## src/rtl/byte_serial_dmem.sv

```systemverilog
// Data-memory responder: serves RV32I loads/stores one byte per cycle over a
// byte-wide synchronous SRAM, little-endian, stalling the pipeline meanwhile.
module byte_serial_dmem #(
    parameter int SRAM_AW = 16
) (
    input  logic               clk,
    input  logic               rst,
    input  logic               req_valid,
    input  logic               req_we,
    input  logic [2:0]         req_funct3,
    input  logic [31:0]        req_addr,
    input  logic [31:0]        req_wdata,
    output logic               req_ready,
    output logic               stall,
    output logic               resp_valid,
    output logic [31:0]        resp_rdata,
    output logic               resp_err,
    output logic               sram_en,
    output logic               sram_we,
    output logic [SRAM_AW-1:0] sram_addr,
    output logic [7:0]         sram_wdata,
    input  logic [7:0]         sram_rdata
);

    localparam logic [1:0] IDLE    = 2'd0;
    localparam logic [1:0] ISSUE   = 2'd1;
    localparam logic [1:0] CAPTURE = 2'd2;
    localparam logic [1:0] DONE    = 2'd3;

    logic [1:0]         state;
    logic               we_q;
    logic [2:0]         f3_q;
    logic [SRAM_AW-1:0] base_q;
    logic [31:0]        wdata_q;
    logic [1:0]         k;
    logic [31:0]        rbuf;

    logic               req_err;
    logic [1:0]         last_k;
    logic [1:0]         k_nxt;
    logic [1:0]         cap_idx;
    logic [31:0]        rbuf_cap;
    logic [31:0]        load_ext;
    logic               unused_addr_bits;

    assign unused_addr_bits = ^req_addr[31:SRAM_AW];

    assign req_ready = (state == IDLE);
    assign stall     = req_valid && !resp_valid;

    always_comb begin
        req_err = 1'b0;
        if (req_funct3[1:0] == 2'b11)                            req_err = 1'b1;
        if (!req_we && (req_funct3[2:1] == 2'b11))               req_err = 1'b1;
        if (req_we && req_funct3[2])                             req_err = 1'b1;
        if ((req_funct3[1:0] == 2'b01) && req_addr[0])           req_err = 1'b1;
        if ((req_funct3[1:0] == 2'b10) && (req_addr[1:0] != '0)) req_err = 1'b1;
    end

    assign last_k = f3_q[1] ? 2'd3 : {1'b0, f3_q[0]};
    assign k_nxt  = k + 2'd1;

    // SRAM read data lags the issued address by one cycle, so ISSUE stores the
    // previous byte and CAPTURE stores the final one (still indexed by k).
    assign cap_idx = (state == CAPTURE) ? k : k - 2'd1;

    always_comb begin
        rbuf_cap = rbuf;
        rbuf_cap[{cap_idx, 3'b000} +: 8] = sram_rdata;
    end

    always_comb begin
        case (f3_q)
            3'b000:  load_ext = {{24{rbuf_cap[7]}}, rbuf_cap[7:0]};
            3'b001:  load_ext = {{16{rbuf_cap[15]}}, rbuf_cap[15:0]};
            3'b100:  load_ext = {24'h0, rbuf_cap[7:0]};
            3'b101:  load_ext = {16'h0, rbuf_cap[15:0]};
            default: load_ext = rbuf_cap;
        endcase
    end

    always_ff @(posedge clk or posedge rst) begin
        if (rst) begin
            state      <= IDLE;
            we_q       <= 1'b0;
            f3_q       <= '0;
            base_q     <= '0;
            wdata_q    <= '0;
            k          <= '0;
            rbuf       <= '0;
            resp_valid <= 1'b0;
            resp_rdata <= '0;
            resp_err   <= 1'b0;
            sram_en    <= 1'b0;
            sram_we    <= 1'b0;
            sram_addr  <= '0;
            sram_wdata <= '0;
        end else begin
            case (state)
                IDLE: begin
                    if (req_valid) begin
                        we_q    <= req_we;
                        f3_q    <= req_funct3;
                        base_q  <= req_addr[SRAM_AW-1:0];
                        wdata_q <= req_wdata;
                        k       <= '0;
                        rbuf    <= '0;
                        if (req_err) begin
                            state      <= DONE;
                            resp_valid <= 1'b1;
                            resp_err   <= 1'b1;
                            resp_rdata <= '0;
                        end else begin
                            state      <= ISSUE;
                            sram_en    <= 1'b1;
                            sram_we    <= req_we;
                            sram_addr  <= req_addr[SRAM_AW-1:0];
                            sram_wdata <= req_wdata[7:0];
                        end
                    end
                end
                ISSUE: begin
                    if (!we_q && (k != '0)) begin
                        rbuf <= rbuf_cap;
                    end
                    if (k == last_k) begin
                        sram_en <= 1'b0;
                        sram_we <= 1'b0;
                        if (we_q) begin
                            state      <= DONE;
                            resp_valid <= 1'b1;
                            resp_err   <= 1'b0;
                            resp_rdata <= '0;
                        end else begin
                            state <= CAPTURE;
                        end
                    end else begin
                        k          <= k_nxt;
                        sram_addr  <= base_q + SRAM_AW'(k_nxt);
                        sram_wdata <= wdata_q[{k_nxt, 3'b000} +: 8];
                    end
                end
                CAPTURE: begin
                    rbuf       <= rbuf_cap;
                    state      <= DONE;
                    resp_valid <= 1'b1;
                    resp_err   <= 1'b0;
                    resp_rdata <= load_ext;
                end
                default: begin
                    state      <= IDLE;
                    resp_valid <= 1'b0;
                    resp_err   <= 1'b0;
                    resp_rdata <= '0;
                end
            endcase
        end
    end

endmodule

```

## config.mk

```make
export PLATFORM = sky130hd
export DESIGN_NAME = byte_serial_dmem
export DESIGN_NICKNAME = d
export VERILOG_FILES = /design/src/rtl/byte_serial_dmem.sv
export SDC_FILE = /design/constraint.sdc
export NUM_CORES = 1
export LEC_CHECK = 0
export BUFFER_PORTS_ARGS = -buffer_cell sky130_fd_sc_hd__buf_2
export CORE_ASPECT_RATIO = 1.4
export CORE_MARGIN = 2
export CORE_UTILIZATION = 55
export DETAILED_ROUTE_END_ITERATION = 12
export PLACE_DENSITY = 0.8
export SKIP_LAST_GASP = 1
export SLEW_MARGIN = 25
export SYNTH_ARGS = -nofsm -noshare
export SYNTH_HDL_FRONTEND = slang
export SYNTH_SLANG_ARGS = --single-unit
export TNS_END_PERCENT = 20
```

## constraint.sdc

```tcl
create_clock -name clk -period 6.11 [get_ports clk]
set_clock_uncertainty 0.15 [all_clocks]
set_input_delay 1.222 -clock clk [delete_from_list [all_inputs] [get_ports clk]]
set_output_delay 1.222 -clock clk [all_outputs]
set_load 0.01 [all_outputs]
```

== After elaboration in Yosys (flattened, before gate mapping) ==
Index checks and enable logic that the tools add are counted.

* Add/sub/neg operators: 4
* Multipliers: 0
* Div/mod/pow operators: 0
* $lt $le $gt $ge: 0
* Equal/unequal tests: 17
* Shifts and indexed selects: 3
* Muxes and demuxes: 48
* Bitwise logic cells: 0
* Reductions and logical operators: 22

{| class="wikitable"
|+ Operator list
! cell !! number
|-
| $mux 32 || 6
|-
| $pmux 32 s3 || 2
|-
| $pmux 32 s4 || 1
|-
| $mux 16 || 3
|-
| $bwmux 32 || 1
|-
| $pmux 16 s2 || 1
|-
| $shift 8x7->32 const A || 1
|-
| $shiftx 32x6->8 || 1
|-
| $shiftx 8x7->32 || 1
|-
| $mux 8 || 3
|-
| $mux 1 || 17
|-
| $add 16x2->16 || 1
|-
| $pmux 8 s2 || 1
|-
| $mux 2 || 7
|-
| $ne 2x2->1 const B || 6
|-
| $reduce_and 4->1 || 3
|-
| $eq 2x2->1 const B || 4
|-
| $neg 5->7 || 1
|-
| $eq 3x3->1 const B || 2
|-
| $logic_and 1x1->1 || 6
|-
| $pmux 1 s2 || 3
|-
| $pmux 2 s3 || 1
|-
| $reduce_and 3->1 || 2
|-
| $reduce_bool 2->1 || 3
|-
| other kinds (13) || 17
|}

* Flip-flop bits (word level): 148
* Latch bits: 0
* Bits in writable memories: 0
* ROM bits: 0
* Output and inout port bits: 62
* Memories kept: 0

== Longest topological paths before layout ==
* Depth in word-level cells: 9
* Mapped depth: 14

== Worst setup path before layout ==
OpenSTA, ideal clock, no wires.

* Path type: reg2reg
* From: register k[0]
* To: register rbuf[16]
* Arrival time: 3.285 ns
* Data required time: 5.839 ns
* Path slack: 2.554 ns
* Cell stages (with the launch flop): 14
* Path buffers: 5
* Path through: dfrtp_1 > buf_6 > clkbuf_1 > inv_1 > ha_1 > buf_1 > o21ai_0 > ha_1 > nor2_1 > and3_1 > buf_2 > and3_1 > clkbuf_1 > a22o_1

* Longest elaborated chain between the ends: 7
* Elaborated cells on any way between the ends: 12
* Classes of those cells: add/sub (2); eq/ne (1); shift (2); mux (4); reduce/logical (3)

{| class="wikitable"
|+ Ends and longest elaborated chain
! item !! line !! RTL
|-
| from (decl) || 35 || <nowiki>logic [1:0] k;</nowiki>
|-
| from (signal assigned) || 138 || <nowiki>k <= k_nxt;</nowiki>
|-
| $sub 2x1->2 || 65 || <nowiki>assign cap_idx = (state == CAPTURE) ? k : k - 2'd1;</nowiki>
|-
| $mux 2 || 65 ||
|-
| $neg 5->7 || 69 || <nowiki>rbuf_cap[{cap_idx, 3'b000} +: 8] = sram_rdata;</nowiki>
|-
| $shiftx 8x7->32 or $shift 8x7->32 (tied branches) || 69 ||
|-
| $bwmux 32 || 69 ||
|-
| $mux 32 || 123 || <nowiki>if (!we_q && (k != '0)) begin</nowiki>
|-
| $pmux 32 s3 || 99 || <nowiki>case (state)</nowiki>
|-
| to (signal assigned) || 124 || <nowiki>rbuf <= rbuf_cap;</nowiki>
|-
| to (signal assigned) || 144 || <nowiki>rbuf <= rbuf_cap;</nowiki>
|-
| to (decl) || 36 || <nowiki>logic [31:0] rbuf;</nowiki>
|}

Parallel ways exist; a longest one is shown, timed or not. The select of a mux whose other input is x is not followed.
A chain may end at the register's enable or synchronous reset.

== Worst setup path in the final report ==
* From: register k[0]
* To: register rbuf[29]

Same word-level chain as after synthesis.

==> key figures <==
Die
  – Die Footprint: 13,900 um2
  – Initial core utilization: 0.561
  – Horizontal die dimension: 100 um
  – Height of the die: 139 um
  – Std-Cell Core Area: 12,800 um2
  – Num rows: 49
  – Io pins: 141

Yosys
  – Simple-gate portion of the synthesized area: 0.114
  – Cell type with the largest total area after synthesis: sky130_fd_sc_hd__dfrtp_1
  – Compound-cell area share of the yosys netlist: 0.164
  – Area of the mapped netlist: 7150 um2
  – Number of enable flip-flop cells after synthesis: 0
  – Proportion of synthesized chip area in sequential cells: 0.518
  – Synthesized netlist net count: 720
  – Ys async rst share: 1.00
  – Multiplexer share of the synthesized area: 0.131
  – Post-Synth XOR/XNOR Area: 0.0171
  – Synth Warn #: 0
  – Area fraction of the dominant cell type after synthesis: 0.518
  – Cells after synthesis: 629
  – Largest family of logic cells by synthesized area: compound AO/OA/AOI/OAI gates
  – Most frequently used flop master after synthesis: sky130_fd_sc_hd__dfrtp_1
  – Cell types with the largest area share after synthesis: sky130_fd_sc_hd__dfrtp_1 (52%), sky130_fd_sc_hd__mux2_2 (8.2%), sky130_fd_sc_hd__a22o_1 (4.9%), sky130_fd_sc_hd__nand2_1 (4.7%), sky130_fd_sc_hd__o21ai_0 (3.5%)
  – Fraction of the mapped netlist area in adder cells: 0.0220
  – Mean post-synth cell area: ~11 um2
  – Flop and latch count out of synthesis: 148
  – Unique masters post-synth: 61

GRT
  – Initial antenna violation count: 0
  – Total overflow reported by the global router: 0
  – Number of global-route vias before repair: 5,592
  – Total track usage: 0.253
  – First-pass GRT wire length: roughly 28,000 um
  – Pin count of the biggest net entering global routing: slightly below 90

STA
  – Setup repair after global routing missed its margin: no
  – Minimum hold slack: about 320 ps
  – Final critical-path required period: between 4000 and 5000 ps
  – Worst max-slew margin expressed relative to the limit: 0.442
  – Final-report max-slew violation count: 0
  – Final setup violation count: 0
  – Share of the clock period used by the worst path after layout: 0.687
  – Final hold violation count: 0
  – Maximum frequency from static timing analysis: 0.238 GHz
  – Actual slew at the worst max-slew pin: approximately 830 ps
  – Accumulated negative setup slack: 0 ps

Run
  – Number of max-cap violations: 0

Setup path
  – Register-to-register setup slack: 1910 ps
  – Worst path cell trace: inv_1 > ha_1 > o21ai_0 > ha_1 > nor2b_1 > nor3b_2 > a22o_1
  – Class of the most critical setup path: flop to flop
  – Crit path top cell by count: sky130_fd_sc_hd__ha_1
  – Slowest stage cell on the critical path: sky130_fd_sc_hd__dfrtp_1
  – Arrival time worst endpoint: around 4400 ps
  – Slowest stage delay, CP: 870 ps
  – Critical path startpoint category: flop
  – Required time of the worst setup path: roughly 6300 ps
  – Maximum fanout along the worst path: 19
  – Endpoint type of the worst setup path: flop

Drt
  – WL final: 17,100 um
  – Uppermost signal routing layer after detailed routing: met4
  – DRC errors left: 0
  – DRC violation total after the first TritonRoute iteration: approximately 280
  – Wire length on met3: 1070 um
  – Total vias in the final route: 5,495
  – Via count normalized by instance count: 6.06
  – Detailed-routed wire length on met2: 8900 um
  – Number of detailed-route iterations in the first pass: 5
  – Routed metal-1 wire length: 6660 um
  – Remaining number of nets flagged by the antenna check after routing: 0
  – WL per Instance: 18.9 um

CTS
  – Clk sink count: 148
  – Number of levels the H-tree was split into: 4
  – Number of hold-repair buffers added at the cts stage: 0
  – Longest Clk Path Bufs: 2
  – Worst-skew pair later-pin latency: 420 ps
  – Root Driver: sky130_fd_sc_hd__clkbuf_16
  – Clock tree from TritonCTS: built
  – Num CTS Buffers: 17
  – Clock-pin slew reported for the worst setup and hold paths after clock tree synthesis: 60 ps
  – Post-CTS setup-driven buffer insertion count: 0
  – Gates resized, CTS repair: 0

Placed design
  – Count of port buffers added during placement: 124
  – Half-perimeter wire length of the detailed placement result: approximately 12,000 um
  – Final weighted congestion of routability-driven global placement: 0.849

Pwr
  – Maximum VDD drop: 318 uV
  – Leakage power: 3.94 nW
  – Power density over the cells: ~610 nW/um2

Layout
  – Proportion of layout cells with a drive suffix above 1: 0.313
  – Diodes inserted: 0
  – Layout area overhead: 18.1%
  – Area taken by flip-flops and latches: 3700 um2
  – Fillers: 964
  – Net total in the final layout: roughly 830
  – Area taken by multi-input logic gates: 3220 um2

Hold path
  – Hold WC Path Type: flop to flop

Status
  – Result of the run: completed
cells in the final DEF, fill, tap and decap left out, types with 8 or more instances in the layout:
master	instances
sky130_fd_sc_hd__o21ai_0	50
sky130_fd_sc_hd__buf_2	124
sky130_fd_sc_hd__nor2_1	13
sky130_fd_sc_hd__dfrtp_1	148
sky130_fd_sc_hd__clkbuf_16	17
sky130_fd_sc_hd__mux2_2	52
sky130_fd_sc_hd__ha_1	10
sky130_fd_sc_hd__o211ai_1	9
sky130_fd_sc_hd__a221oi_1	11
sky130_fd_sc_hd__nand3_1	13
sky130_fd_sc_hd__and3_1	14
sky130_fd_sc_hd__mux2i_1	17
sky130_fd_sc_hd__mux4_2	8
sky130_fd_sc_hd__a21oi_1	17
sky130_fd_sc_hd__a22o_1	40
sky130_fd_sc_hd__o31ai_1	11
sky130_fd_sc_hd__xnor2_1	8
sky130_fd_sc_hd__inv_1	9
sky130_fd_sc_hd__nand2_1	89
metrics by stage:
step | instance area (um2) | instances | utilization | total power, W | setup WS [ps]
after global routing | 8440 | 907 | 0.662 | 0.00552 | 1600
after CTS | 8410 | 906 | 0.659 | 0.00515 | 1910
after detailed placement | 7810 | 874 | 0.612 | 0.00407 | 1970
after floorplan | 7150 | 629 | - | 0.00347 | 758
after global placement | 7810 | 874 | 0.612 | 0.00394 | 2090
final | 8440 | 907 | 0.662 | 0.00519 | 1910
metal layers:
layer | vias up | global-route usage
li1 | 2531 | -
met1 | 2716 | 0.305
met2 | 207 | 0.420
met3 | 41 | 0.0701
met4 | 0 | 0.110
met5 | - | 0
Yosys cell counts (5+ instances only):
cell                       number
sky130_fd_sc_hd__o31ai_1       11
sky130_fd_sc_hd__nand2_1       90
sky130_fd_sc_hd__mux2i_1       17
sky130_fd_sc_hd__o21ai_0       50
sky130_fd_sc_hd__clkbuf_1      18
sky130_fd_sc_hd__xor2_1         6
sky130_fd_sc_hd__dfrtp_1      148
sky130_fd_sc_hd__a221oi_1      11
sky130_fd_sc_hd__o211ai_1       9
sky130_fd_sc_hd__a21oi_1       17
sky130_fd_sc_hd__nand3_1       13
sky130_fd_sc_hd__mux2_2        52
sky130_fd_sc_hd__nand4_1        5
sky130_fd_sc_hd__and3_1        14
sky130_fd_sc_hd__ha_1          11
sky130_fd_sc_hd__buf_2          5
sky130_fd_sc_hd__and4_1         5
sky130_fd_sc_hd__mux4_2         8
sky130_fd_sc_hd__a22o_1        40
sky130_fd_sc_hd__xnor2_1        8
sky130_fd_sc_hd__nor2_1        13
sky130_fd_sc_hd__buf_6          5
sky130_fd_sc_hd__inv_1         10
layout make-up:
cell class              count  area share
flip-flops and latches    148       0.439
well taps                 153      0.0227
repair buffers            129      0.0803
clock buffers              17      0.0504
clock inverters            15      0.0203
inverters                  12     0.00593
multi-input cells         433       0.382
path summary, 6_finish.rpt:
kind                                      from        endpoint  cells past startpoint
worst max register to register            k[0]        rbuf[29]                      7
max in group asynchronous                  rst   resp_rdata[8]                      3
worst min register to register  resp_rdata[17]  resp_rdata[17]                      2
worst min-delay path            resp_rdata[17]  resp_rdata[17]                      2
min in group asynchronous                  rst   sram_addr[15]                      2
worst max-delay path                      k[0]        rbuf[29]                      7
state kept, by name (all words and copies together) (netlist names), 2 cells and up:
| register | flops |
|---|---|
| wdata_q | 32 |
| rbuf | 32 |
| state | 2 |
| base_q | 16 |
| sram_wdata | 8 |
| k | 2 |
| sram_addr | 16 |
| f3_q | 3 |
| resp_rdata | 32 |
report_power, final:
| part | internal [W] | switching, W |
|---|---|---|
| clock | 0.000612 | 0.000443 |
| combinational | 0.00103 | 0.00139 |
| sequential | 0.00140 | 0.000316 |
cell families after synthesis:
group	count (synthesis)
AND/OR/NAND/NOR	166
adder cells (fa/ha/maj)	12
AO/OA/AOI/OAI	164
multiplexers	77
flip-flops	148
buffers and inverters	48
XOR/XNOR	14
worst max-delay path, delay by kind of cell, from the launching register on:
kind | cells | cell delay (ps)
adders and majority gates | 2 | 1330
and+or+nand+nor | 2 | 1070
DFF | 1 | 870
AOI/OAI and AO/OA | 2 | 500
buffers and inverters | 1 | 200
Power figures use the tool's default switching activity.
